### src/rtl/piso_tx_pkg.sv
// Shared types and helpers for the piso_tx serial transmitter.
// The even-parity helper is used only when PISO_TX_PARITY_EN is defined.
package piso_tx_pkg;

    typedef enum logic [0:0] {
        IDLE  = 1'b0,
        SHIFT = 1'b1
    } state_e;

    // Wide enough for any supported word; callers zero-extend, which leaves the XOR unchanged.
    localparam int PARITY_WORD_W = 64;

    function automatic logic parity_f(input logic [PARITY_WORD_W-1:0] word);
        return ^word;
    endfunction

endpackage

### src/rtl/piso_bit_timer.sv
// Bit-period timer: counts clock cycles within one serial bit and strobes
// on the final cycle of each bit period.
module piso_bit_timer #(
    parameter int bit_cycles_p = 1
) (
    input  logic clk_i,
    input  logic reset_ni,
    input  logic clear_i,
    input  logic run_i,
    output logic strobe_o
);

    localparam int CW = (bit_cycles_p > 1) ? $clog2(bit_cycles_p) : 1;
    localparam logic [CW-1:0] LAST_COUNT = CW'(bit_cycles_p - 1);

    logic [CW-1:0] r_count;
    logic          w_at_last;

    assign w_at_last = (r_count == LAST_COUNT);
    assign strobe_o  = run_i & w_at_last;

    // Period counter: wraps to zero on each strobe so back-to-back bits stay evenly spaced.
    always_ff @(posedge clk_i or negedge reset_ni) begin
        if (!reset_ni) begin
            r_count <= CW'(0);
        end else if (clear_i) begin
            r_count <= CW'(0);
        end else if (strobe_o) begin
            r_count <= CW'(0);
        end else if (run_i) begin
            r_count <= r_count + CW'(1);
        end else begin
            r_count <= r_count;
        end
    end

endmodule

### src/rtl/piso_tx.sv
// Parallel-in, serial-out transmitter: sends each accepted word MSB-first with a
// per-bit enable strobe. Define PISO_TX_PARITY_EN to append an even-parity bit.
module piso_tx
    import piso_tx_pkg::*;
#(
    parameter int width_p      = 5,
    parameter int bit_cycles_p = 1
) (
    input  logic               clk_i,
    input  logic               reset_ni,
    input  logic               valid_i,
    output logic               ready_o,
    input  logic [width_p-1:0] data_i,
    output logic               d_o,
    output logic               enable_o,
    output logic               last_o,
    output logic               busy_o
);

`ifdef PISO_TX_PARITY_EN
    localparam int NB = width_p + 1;
`else
    localparam int NB = width_p;
`endif
    localparam int BLW = $clog2(width_p + 2);

    state_e            r_state;
    state_e            w_state_nxt;
    logic [NB-1:0]     r_shift;
    logic [NB-1:0]     w_capture;
    logic [BLW-1:0]    r_bits_left;
    logic              w_busy;
    logic              w_idle;
    logic              w_strobe;
    logic              w_last;
    logic              w_ready;
    logic              w_load;

    assign w_busy = (r_state == SHIFT);
    assign w_idle = ~w_busy;

    piso_bit_timer #(
        .bit_cycles_p (bit_cycles_p)
    ) u_bit_timer (
        .clk_i    (clk_i),
        .reset_ni (reset_ni),
        .clear_i  (w_idle),
        .run_i    (w_busy),
        .strobe_o (w_strobe)
    );

    assign w_last = w_strobe & (r_bits_left == BLW'(1));
    assign w_load = valid_i & w_ready;

`ifdef PISO_TX_PARITY_EN
    // Parity is computed once at capture so mid-word data_i changes cannot affect it.
    assign w_capture = {data_i, parity_f(PARITY_WORD_W'(data_i))};
`else
    assign w_capture = data_i;
`endif

    // Next-state and ready: ready opens in IDLE and on the final strobe, allowing zero-gap streaming.
    always_comb begin
        w_state_nxt = r_state;
        w_ready     = 1'b0;
        case (r_state)
            IDLE: begin
                w_ready = 1'b1;
                if (valid_i) begin
                    w_state_nxt = SHIFT;
                end else begin
                    w_state_nxt = IDLE;
                end
            end
            SHIFT: begin
                if (w_last) begin
                    w_ready = 1'b1;
                    if (valid_i) begin
                        w_state_nxt = SHIFT;
                    end else begin
                        w_state_nxt = IDLE;
                    end
                end else begin
                    w_ready     = 1'b0;
                    w_state_nxt = SHIFT;
                end
            end
            default: begin
                w_ready     = 1'b0;
                w_state_nxt = IDLE;
            end
        endcase
    end

    // State register.
    always_ff @(posedge clk_i or negedge reset_ni) begin
        if (!reset_ni) begin
            r_state <= IDLE;
        end else begin
            r_state <= w_state_nxt;
        end
    end

    // Shift register and remaining-bit counter; a load takes priority over the closing strobe.
    always_ff @(posedge clk_i or negedge reset_ni) begin
        if (!reset_ni) begin
            r_shift     <= NB'(0);
            r_bits_left <= BLW'(0);
        end else if (w_load) begin
            r_shift     <= w_capture;
            r_bits_left <= BLW'(NB);
        end else if (w_strobe) begin
            r_shift     <= {r_shift[NB-2:0], 1'b0};
            r_bits_left <= r_bits_left - BLW'(1);
        end else begin
            r_shift     <= r_shift;
            r_bits_left <= r_bits_left;
        end
    end

    assign ready_o  = w_ready;
    assign d_o      = w_busy & r_shift[NB-1];
    assign enable_o = w_strobe;
    assign last_o   = w_last;
    assign busy_o   = w_busy;

endmodule

### config.mk
export PLATFORM = sky130hd
export DESIGN_NAME = piso_tx
export DESIGN_NICKNAME = d
export VERILOG_FILES = /design/src/rtl/piso_tx_pkg.sv /design/src/rtl/piso_bit_timer.sv /design/src/rtl/piso_tx.sv
export SDC_FILE = /design/constraint.sdc
export NUM_CORES = 1
export LEC_CHECK = 0
export BUFFER_PORTS_ARGS = -buffer_cell sky130_fd_sc_hd__buf_2
export CAP_MARGIN = 20
export CORE_AREA = 2 2 39 41
export CTS_CLUSTER_DIAMETER = 80
export DETAILED_ROUTE_END_ITERATION = 16
export DIE_AREA = 0 0 41 43
export GPL_ROUTABILITY_DRIVEN = 0
export PLACE_DENSITY_LB_ADDON = 0.2
export SKIP_LAST_GASP = 1
export SLEW_MARGIN = 30
export SYNTH_ARGS = -nofsm -noshare
export SYNTH_HDL_FRONTEND = slang
export SYNTH_SLANG_ARGS = --single-unit
export TNS_END_PERCENT = 50
### constraint.sdc
create_clock -name clk_i -period 2 [get_ports clk_i]
set_clock_uncertainty 0.2 [all_clocks]
set_input_delay 0.1 -clock clk_i [delete_from_list [all_inputs] [get_ports clk_i]]
set_output_delay 0.1 -clock clk_i [all_outputs]
set_load 0.005 [all_outputs]
# Word level (Yosys, flattened, before mapping)
# Cells that the tools add are included.
# word_totals
output_inout_bits	5
word_cells	25
in_bits	8
ff_bits	10
# classes
n_reduce_logical	1
eq_ne	1
n_bitwise	6
n_addsub	2
muxes	11
# op_table
operator	n
5-bit 2-to-1 mux	2
3-bit 2-to-1 mux	2
1-bit 2-to-1 mux	5
1-bit bitwise AND	4
1-bit one-hot mux with 2 select lines	2
3-bit by 1-bit equality test with 1-bit output (second input constant)	1
3-bit by 1-bit subtractor with 3-bit output (second input constant)	1
1-bit inverter	2
2-bit nonzero test	1
1-bit adder (second input constant)	1

# Depth between registers and ports, before layout
# Gate-level depths: netlist of the first run.
# logic_depth
word_depth	7
ltp_mapped	5
ltp_nobuf	5

# By module
# A second synthesis of the first run with hierarchy kept.
# unflattened
cells_unflattened	41
hier_area_um2	534.3
# by_module_without_submodules
mod	seq_area_each_um2	cells_each	area_each_um2	n_inst
piso_tx	225.2	38	488.0	1
piso_bit_timer	25.0	3	46.3	1

# Worst setup path before layout of the first run
# No wires, ideal clock.
# synth_path
kind	register to register
startpoint	register r_bits_left[1]
endpoint	register r_shift[1]
setup_ps	125
arrival_ps	1315
period_less_slack_ps	1640
setup_slack_ps	360
path_stages_with_launch	6
n_path_buf	0
required_time_ps	1675
path_cell_list	dfrtp_1 -> inv_1 -> ha_1 -> nor3b_1 -> o21ai_4 -> mux2_4
# synth_between
elab_chain_cells	6
elab_cells_between_ends	7
classes_between	eq/ne (1); mux (3); bitwise (2); reduce/logical (1)
# synth_rtl
item	line	text
start, declared	piso_tx.sv:31	logic [BLW-1:0] r_bits_left;
start signal, assigned	piso_tx.sv:111	r_bits_left <= BLW'(NB);
start signal, assigned	piso_tx.sv:114	r_bits_left <= r_bits_left - BLW'(1);
start signal, assigned	piso_tx.sv:117	r_bits_left <= r_bits_left;
3-bit by 1-bit equality test with 1-bit output (*)	piso_tx.sv:52	assign w_last = w_strobe & (r_bits_left == BLW'(1));
1-bit bitwise AND (*)	piso_tx.sv:52	
1-bit 2-to-1 mux (*)	piso_tx.sv:76	if (w_last) begin
1-bit one-hot mux with 2 select lines (*)	piso_tx.sv:66	case (r_state)
1-bit bitwise AND (*)	piso_tx.sv:53	assign w_load = valid_i & w_ready;
5-bit 2-to-1 mux / 2-bit nonzero test (equally long branches)	n/a	
end signal, assigned	piso_tx.sv:110	r_shift <= w_capture;
end signal, assigned	piso_tx.sv:113	r_shift <= {r_shift[NB-2:0], 1'b0};
end signal, assigned	piso_tx.sv:116	r_shift <= r_shift;
end, declared	piso_tx.sv:29	logic [NB-1:0] r_shift;
# Mark *: on every way between the ends. The rest lies on a longest branch, timed or not.
# A chain may end at the register's enable or synchronous reset.

# Final worst setup path of the first run
# layout_path
startpoint	register r_bits_left[1]
endpoint	register r_shift[4]
# The elaborated chain is that of the path after synthesis.

==> results_tabular.tex, run 1 <==
\begin{tabular}{lr}
\hline
Metric & Value \\
\hline
\multicolumn{2}{l}{\textbf{Floorplanning}} \\
IO Pins & 13 \\
Die area & between 0.0015 and 0.002 mm\^{}2 \\
Core region area & 0.00138 mm\^{}2 \\
Num rows & 14 \\
X dimension of the die & 41 um \\
Height of the die & 43 um \\
Starting Density & 0.397 \\
\multicolumn{2}{l}{\textbf{Critical path}} \\
R2r worst-path depth & 5 \\
Number of buffer and inverter stages on the critical path & 1 \\
Setup Crit Path Kind & flip-flop to flip-flop \\
Worst Path Max Fanout & 8 \\
R2R setup slack & 0.27 ns \\
Worst Path Required & 1.95 ns \\
Reg-to-Reg End & r\_shift[4] \\
Critical-path cell list & inv\_1, ha\_1, nor3b\_1, o21ai\_4, mux2\_4 \\
Critical path arrival & approximately 1.7 ns \\
Launching element type of the critical path & flip-flop \\
Crit-path slowest cell & sky130\_fd\_sc\_hd\_\_dfrtp\_1 \\
Element type at the critical path end & flip-flop \\
Worst r2r src & r\_bits\_left[1] \\
Delay contributed by the slowest stage of the critical path & $\sim$0.36 ns \\
Worst path top cell family by delay & flip-flops \\
\multicolumn{2}{l}{\textbf{Route}} \\
Remaining antenna violation count after routing & 0 \\
Total vias in the final route & 357 \\
Remaining routing DRC violations & 0 \\
Wire length on met2 & 429 um \\
Initial DRC count & 8 \\
Metal-1 WL & roughly 470 um \\
Routed via count divided by cell count & $\sim$4.3 \\
Metal3 WL & roughly 40 um \\
First-pass detailed-route iteration total & 4 \\
Total wirelength of the detailed-routed design & 936 um \\
Highest metal layer with signal wires & met3 \\
Average wire length per cell after detail routing & 11.1 um \\
\multicolumn{2}{l}{\textbf{CTS}} \\
Clock buffers created by TritonCTS & 3 \\
Sink Count & 10 \\
CTS resizes & 0 \\
Number of levels in the clock H-tree & 1 \\
Clock latency reported for the late side of the worst-skew pair & 0.26 ns \\
CTS tree & yes \\
Hold Buf Count CTS & 7 \\
Cell at the root of the clock tree & sky130\_fd\_sc\_hd\_\_clkbuf\_4 \\
Maximum number of buffers from clock root to sink & 2 \\
Post-CTS clock slew at the launch and capture registers of the worst setup and hold paths & roughly 0.07 ns \\
Number of buffers inserted by post-CTS setup repair & 0 \\
\multicolumn{2}{l}{\textbf{Synthesis}} \\
Syn avg cell area & $\sim$12 um\^{}2 \\
Count of yosys warnings during synthesis & 0 \\
Part of the Yosys area used for sequential elements & 0.456 \\
Cell variety after synth & 17 \\
Seq cells post-synth & 10 \\
Cell count after synthesis & 44 \\
Combined area of all synthesized cells & 549 um\^{}2 \\
Number of flops mapped to enable cells by yosys & 0 \\
Number of nets produced by synthesis & 54 \\
Commonest register cell after synthesis & sky130\_fd\_sc\_hd\_\_dfrtp\_1 \\
FFs w/ async S/R, synth & 1.00 \\
\multicolumn{2}{l}{\textbf{STA}} \\
Setup\_tns & 0 ns \\
Final count of hold timing violations & 0 \\
Final count of pins violating max slew & 0 \\
Final worst path period need & 1.73 ns \\
Unrepaired setup endpoints after global routing & no \\
Final worst path period share & 0.863 \\
Endpoints failing setup & 0 \\
Achievable clock frequency & 0.579 GHz \\
\multicolumn{2}{l}{\textbf{Power and ir drop}} \\
Power density over cell area & 1150 mW/mm\^{}2 \\
Worst VDD drop & 0.000686 V \\
Static Leak & 0.401 nW \\
\multicolumn{2}{l}{\textbf{Global route}} \\
Number of global-route vias before repair & 365 \\
Maximum number of pins on one net before global-route repair & 11 \\
Final global-route overflow total & 0 \\
Total routing usage reported by global routing & 0.126 \\
Initial antenna violation count & 0 \\
Global-route wire length before repair & 1.52 mm \\
\multicolumn{2}{l}{\textbf{Cells and area}} \\
Count of antenna diodes in the layout & 0 \\
Fraction of layout instances using a drive strength above 1 & 0.397 \\
Final Util & 0.534 \\
Nets & 79 \\
Commonest cells after routing, fill and taps aside & 12 x sky130\_fd\_sc\_hd\_\_buf\_2, 10 x sky130\_fd\_sc\_hd\_\_dfrtp\_1, 8 x sky130\_fd\_sc\_hd\_\_mux2\_4, 7 x sky130\_fd\_sc\_hd\_\_dlygate4sd3\_1, 5 x sky130\_fd\_sc\_hd\_\_inv\_1 \\
Leading cell type in the layout, fill and taps excluded & sky130\_fd\_sc\_hd\_\_buf\_2 \\
P\&R area growth vs syn & 34.6\% \\
\multicolumn{2}{l}{\textbf{Placed design}} \\
HPWL after DPL & 672 um \\
Buffers added on ports & 12 \\
\multicolumn{2}{l}{\textbf{Outcome}} \\
Status & completed \\
\multicolumn{2}{l}{\textbf{Flow run}} \\
Max-cap violations & 0 \\
\multicolumn{2}{l}{\textbf{Min path}} \\
Hold Path Class & primary input to async pin \\
\hline
\end{tabular}
## Yosys cell counts, types with 2 or more instances
| cell | instances | area (um^2) |
|---|---|---|
| sky130_fd_sc_hd__dfrtp_1 | 10 | 250 |
| sky130_fd_sc_hd__mux2_4 | 8 | 120 |
| sky130_fd_sc_hd__inv_1 | 5 | 18.8 |
| sky130_fd_sc_hd__nand2_1 | 3 | 11.3 |
| sky130_fd_sc_hd__nand2b_1 | 3 | 18.8 |
| sky130_fd_sc_hd__and2_1 | 2 | 12.5 |
| sky130_fd_sc_hd__ha_1 | 2 | 25.0 |
| sky130_fd_sc_hd__mux2i_1 | 2 | 20.0 |
## through the flow
| stage | hold slack (ns) | cells | setup slack [ns] | power (mW) | cell area (um^2) |
|---|---|---|---|---|---|
| CTS | 0.0256 | 84 | 0.247 | 0.861 | 739 |
| floorplan | -0.396 | 44 | 0.360 | 0.584 | 549 |
| detailed placement | -0.226 | 73 | 0.257 | 0.666 | 633 |
| global placement | -0.225 | 73 | 0.311 | 0.655 | 633 |
| global route | 0.0469 | 84 | 0.118 | 0.918 | 739 |
| finish | 0.0244 | 84 | 0.274 | 0.852 | 739 |
## cell type report
cell class | count | area (um^2)
fillers | 130 | 644
multi-input cells | 28 | 269
well taps | 16 | 20.0
inverters | 5 | 18.8
clock buffers | 4 | 36.3
flip-flops and latches | 10 | 250
repair buffers | 21 | 145
## flip-flops by register name, summed over array words and instances, names as in the netlist
register and count:
r_bits_left 3, u_bit_timer.r_count 1, r_shift 5, busy_o 1
## report_power, final
part | internal (mW) | leakage, nW | switching, mW
clock | 0.110 | 0.0210 | 0.0685
combinational | 0.215 | 0.258 | 0.137
sequential | 0.277 | 0.122 | 0.0437
## worst max-delay path by stage
stage / from / to / slack (ns) / cells past startpoint
after floorplan: r_bits_left[1] / r_shift[1] / 0.36 / 5
after global placement: r_bits_left[1] / r_shift[3] / 0.31 / 5
after detailed placement: r_bits_left[1] / r_shift[4] / 0.26 / 5
after CTS: r_bits_left[1] / r_shift[4] / 0.25 / 5
after global routing: r_bits_left[1] / r_shift[4] / 0.12 / 5
final: r_bits_left[1] / r_shift[4] / 0.27 / 5
## routing by layer
layer | GRT usage | vias to the layer above
met5 | 0 | -
met4 | 0.0600 | 0
met3 | 0.0314 | 0
met2 | 0.181 | 9
met1 | 0.170 | 160
li1 | - | 188
## cell families (layout without fill, tap and decap cells)
kind of cell | count (synthesis) | after routing | share of synthesized area
simple gates | 11 | 11 | 0.112
compound gates | 2 | 2 | 0.0387
buf+inv | 6 | 30 | 0.0547
mux | 10 | 10 | 0.255
other cells | 1 | 1 | 0.00683
flops | 10 | 10 | 0.456
fa+ha+maj | 2 | 2 | 0.0456
xor+xnor | 2 | 2 | 0.0319
Note: power is estimated with default switching activity, not from simulation.
==> run 2: changes to the inputs <==
--- a/config.mk
+++ b/config.mk
@@ -6,11 +6,12 @@
 export NUM_CORES = 1
 export LEC_CHECK = 0
 export BUFFER_PORTS_ARGS = -buffer_cell sky130_fd_sc_hd__buf_2
-export CAP_MARGIN = 20
-export CORE_AREA = 2 2 39 41
+export CELL_PAD_IN_SITES_DETAIL_PLACEMENT = 1
+export CELL_PAD_IN_SITES_GLOBAL_PLACEMENT = 1
+export CORE_MARGIN = 2
+export CORE_UTILIZATION = 42
 export CTS_CLUSTER_DIAMETER = 80
 export DETAILED_ROUTE_END_ITERATION = 16
-export DIE_AREA = 0 0 41 43
 export GPL_ROUTABILITY_DRIVEN = 0
 export PLACE_DENSITY_LB_ADDON = 0.2
 export SKIP_LAST_GASP = 1
==> constraint.sdc (replaced) <==
create_clock -name clk_i -period 2.2 [get_ports clk_i]
set_clock_uncertainty 0.2 [all_clocks]
set_input_delay 0.11 -clock clk_i [delete_from_list [all_inputs] [get_ports clk_i]]
set_output_delay 0.11 -clock clk_i [all_outputs]
set_load 0.005 [all_outputs]
==> run 2 against run 1 <==
Effect of this change:
- clock power decreased by 36%
- die area down 8.5%
- sequential cell count stayed put
- highest routed layer unchanged
==> results_tabular.tex, run 2 (same netlist as run 1, synthesis figures left out) <==
\begin{tabular}{lr}
\hline
Metric & Value \\
\hline
\multicolumn{2}{l}{\textbf{Cells and area}} \\
P\&R area growth vs syn & 29.2\% \\
Leading cell type in the layout, fill and taps excluded & sky130\_fd\_sc\_hd\_\_buf\_2 \\
Nets & 77 (-2.5\%) \\
Register with the most flip-flops & r\_shift \\
Commonest cells after routing, fill and taps aside & 12 x sky130\_fd\_sc\_hd\_\_buf\_2, 10 x sky130\_fd\_sc\_hd\_\_dfrtp\_1, 8 x sky130\_fd\_sc\_hd\_\_mux2\_4, 7 x sky130\_fd\_sc\_hd\_\_dlygate4sd3\_1, 5 x sky130\_fd\_sc\_hd\_\_inv\_1 \\
Largest registers & r\_shift (5), r\_bits\_left (3) \\
Fraction of layout instances using a drive strength above 1 & 0.369 (-0.0278) \\
Count of antenna diodes in the layout & 0 (unchanged) \\
Max reg flops & 5 (unchanged) \\
\multicolumn{2}{l}{\textbf{CTS}} \\
Cell at the root of the clock tree & sky130\_fd\_sc\_hd\_\_clkbuf\_4 \\
Post-CTS clock slew at the launch and capture registers of the worst setup and hold paths & 0.06 ns (about the same) \\
Clock buffers created by TritonCTS & 3 (unchanged) \\
Clock latency reported for the late side of the worst-skew pair & 0.25 ns (about the same) \\
CTS tree & yes \\
Sink Count & 10 (unchanged) \\
Maximum number of buffers from clock root to sink & 2 (unchanged) \\
Number of levels in the clock H-tree & 1 (unchanged) \\
\multicolumn{2}{l}{\textbf{Critical path}} \\
Worst Path Required & 2.13 ns (+0.18 ns) \\
Count of cell instances traversed by the critical path & 5 (unchanged) \\
Crit-path slowest cell & sky130\_fd\_sc\_hd\_\_dfrtp\_1 \\
Setup Crit Path Kind & flip-flop to flip-flop \\
Worst path top cell family by delay & flip-flops \\
R2r worst-path depth & 5 (unchanged) \\
Critical path arrival & 1.73 ns (+0.06 ns) \\
Delay contributed by the slowest stage of the critical path & 0.37 ns (about the same) \\
Number of buffer and inverter stages on the critical path & 1 (unchanged) \\
Launching element type of the critical path & flip-flop \\
Element type at the critical path end & flip-flop \\
Critical-path cell list & inv\_1, ha\_1, nor3b\_1, o21ai\_4, mux2\_4 \\
Worst Path Max Fanout & 8 (unchanged) \\
\multicolumn{2}{l}{\textbf{STA}} \\
Setup\_tns & 0 ns (unchanged) \\
Unrepaired setup endpoints after global routing & no \\
Tightest Pin Transition & 0.504 ns \\
Final worst path period share & 0.815 (-0.0483) \\
Final count of pins violating max slew & 0 (unchanged) \\
Final worst path period need & 1.79 ns (+0.0664 ns) \\
Remaining max-slew budget at the tightest pin & 0.664 \\
Achievable clock frequency & 0.558 GHz (-3.7\%) \\
Final count of hold timing violations & 0 (unchanged) \\
Endpoints failing setup & 0 (unchanged) \\
Minimum setup slack in the final design & 0.407 ns (+0.134 ns) \\
Worst hold slack across all endpoints & 0.0463 ns (+0.0219 ns) \\
\multicolumn{2}{l}{\textbf{Floorplanning}} \\
Height of the die & 40.2 um (-6.6\%) \\
IO Pins & 13 (unchanged) \\
X dimension of the die & 40.2 um (-2.0\%) \\
Starting Density & 0.439 (+0.0416) \\
Num rows & 13 (-1) \\
Die area & 0.00161 mm\^{}2 (-8.5\%) \\
Core region area & 0.00125 mm\^{}2 (-9.5\%) \\
\multicolumn{2}{l}{\textbf{Power and ir drop}} \\
Flop pwr share & 0.407 (+0.030) \\
Worst VDD drop & 0.000478 V (-30\%) \\
Comb pwr share & 0.435 (+0.022) \\
Design Power & 0.719 mW (-16\%) \\
Clock network power share & 0.158 (-0.052) \\
Net switching power of the design & 0.214 mW (-14\%) \\
Internal portion of total power & 0.505 mW (-16\%) \\
Power density over cell area & 1010 mW/mm\^{}2 (-12\%) \\
Static Leak & 0.384 nW (-4.2\%) \\
Switch share & 0.297 (+0.00507) \\
\multicolumn{2}{l}{\textbf{Route}} \\
Initial DRC count & 4 (-4) \\
First-pass detailed-route iteration total & 2 (-2) \\
Remaining antenna violation count after routing & 0 (unchanged) \\
Total wirelength of the detailed-routed design & 1.01 mm (+7.8\%) \\
Average wire length per cell after detail routing & 12.6 um (+13\%) \\
Remaining routing DRC violations & 0 (unchanged) \\
Routed via count divided by cell count & 4.70 (+11\%) \\
Total vias in the final route & 376 (+5.3\%) \\
\multicolumn{2}{l}{\textbf{Global route}} \\
Number of global-route vias before repair & 427 (+17\%) \\
Maximum number of pins on one net before global-route repair & 11 (unchanged) \\
Initial antenna violation count & 0 (unchanged) \\
Global-route wire length before repair & 1.74 mm (+14\%) \\
Total routing usage reported by global routing & 0.170 (+0.0437) \\
Final global-route overflow total & 0 (unchanged) \\
\multicolumn{2}{l}{\textbf{Min path}} \\
Hold Path Class & primary input to async pin \\
\multicolumn{2}{l}{\textbf{Outcome}} \\
Status & completed \\
\multicolumn{2}{l}{\textbf{Placed design}} \\
Buffers added on ports & 12 (unchanged) \\
HPWL after DPL & 744 um (+11\%) \\
Setup Slack @ Placement & 0.417 ns (+0.160 ns) \\
\multicolumn{2}{l}{\textbf{Flow run}} \\
Max-cap violations & 0 (unchanged) \\
\hline
\end{tabular}
run 2: cell types whose count changed in the layout (fill, tap and decap cells not counted), sizes merged:
cell    change
buf         -2
clkbuf      -1
run 2: metrics by stage:
step	instance area [um^2]	cells	util
floorplan	549	44	-
global placement	617	70	0.493
detailed placement	617	70	0.493
CTS	709	80	0.566
global route	709	80	0.566
finish	709	80	0.566
run 2: repair_timing:
item	in CTS	in global routing
endpoints found under the hold margin	18	0
resized for setup	0	0
setup buffers	0	0
hold buffers	7	0
run 2: layout make-up:
type                       instances  area [um^2]
clock buffer                       3         22.5
fill                             136          543
inverter                           5         18.8
multi-input combinational         28          269
sequential                        10          250
tap                               15         18.8
timing repair buffer              19          130
run 2: power by group through the flow:
stage | Clock, mW | Combinational, mW | Sequential, mW
after floorplan | 0 | 0.247 | 0.284
after global placement | 0 | 0.292 | 0.290
after detailed placement | 0 | 0.306 | 0.297
after CTS | 0.121 | 0.320 | 0.295
after global routing | 0.130 | 0.358 | 0.305
final | 0.114 | 0.313 | 0.292
run 2: worst paths after layout:
check	start	to	slack, ns
worst max-delay path	r_bits_left[1]	r_shift[2]	0.41
worst min-delay path	reset_ni	r_bits_left[0]	0.05
worst max register to register	r_bits_left[1]	r_shift[2]	0.41
worst min register to register	r_shift[0]	r_shift[0]	0.33
max in group asynchronous	reset_ni	r_shift[0]	1.56
min in group clk_i	r_shift[0]	r_shift[0]	0.33
run 2: layer usage:
layer	vias up	global-route usage	share of wire	wire length, um
met5	-	0	0	0
met4	0	0.0517	0	0
met3	0	0.0333	0.044	44
met2	11	0.331	0.53	534
met1	182	0.178	0.43	430
li1	183	-	-	-
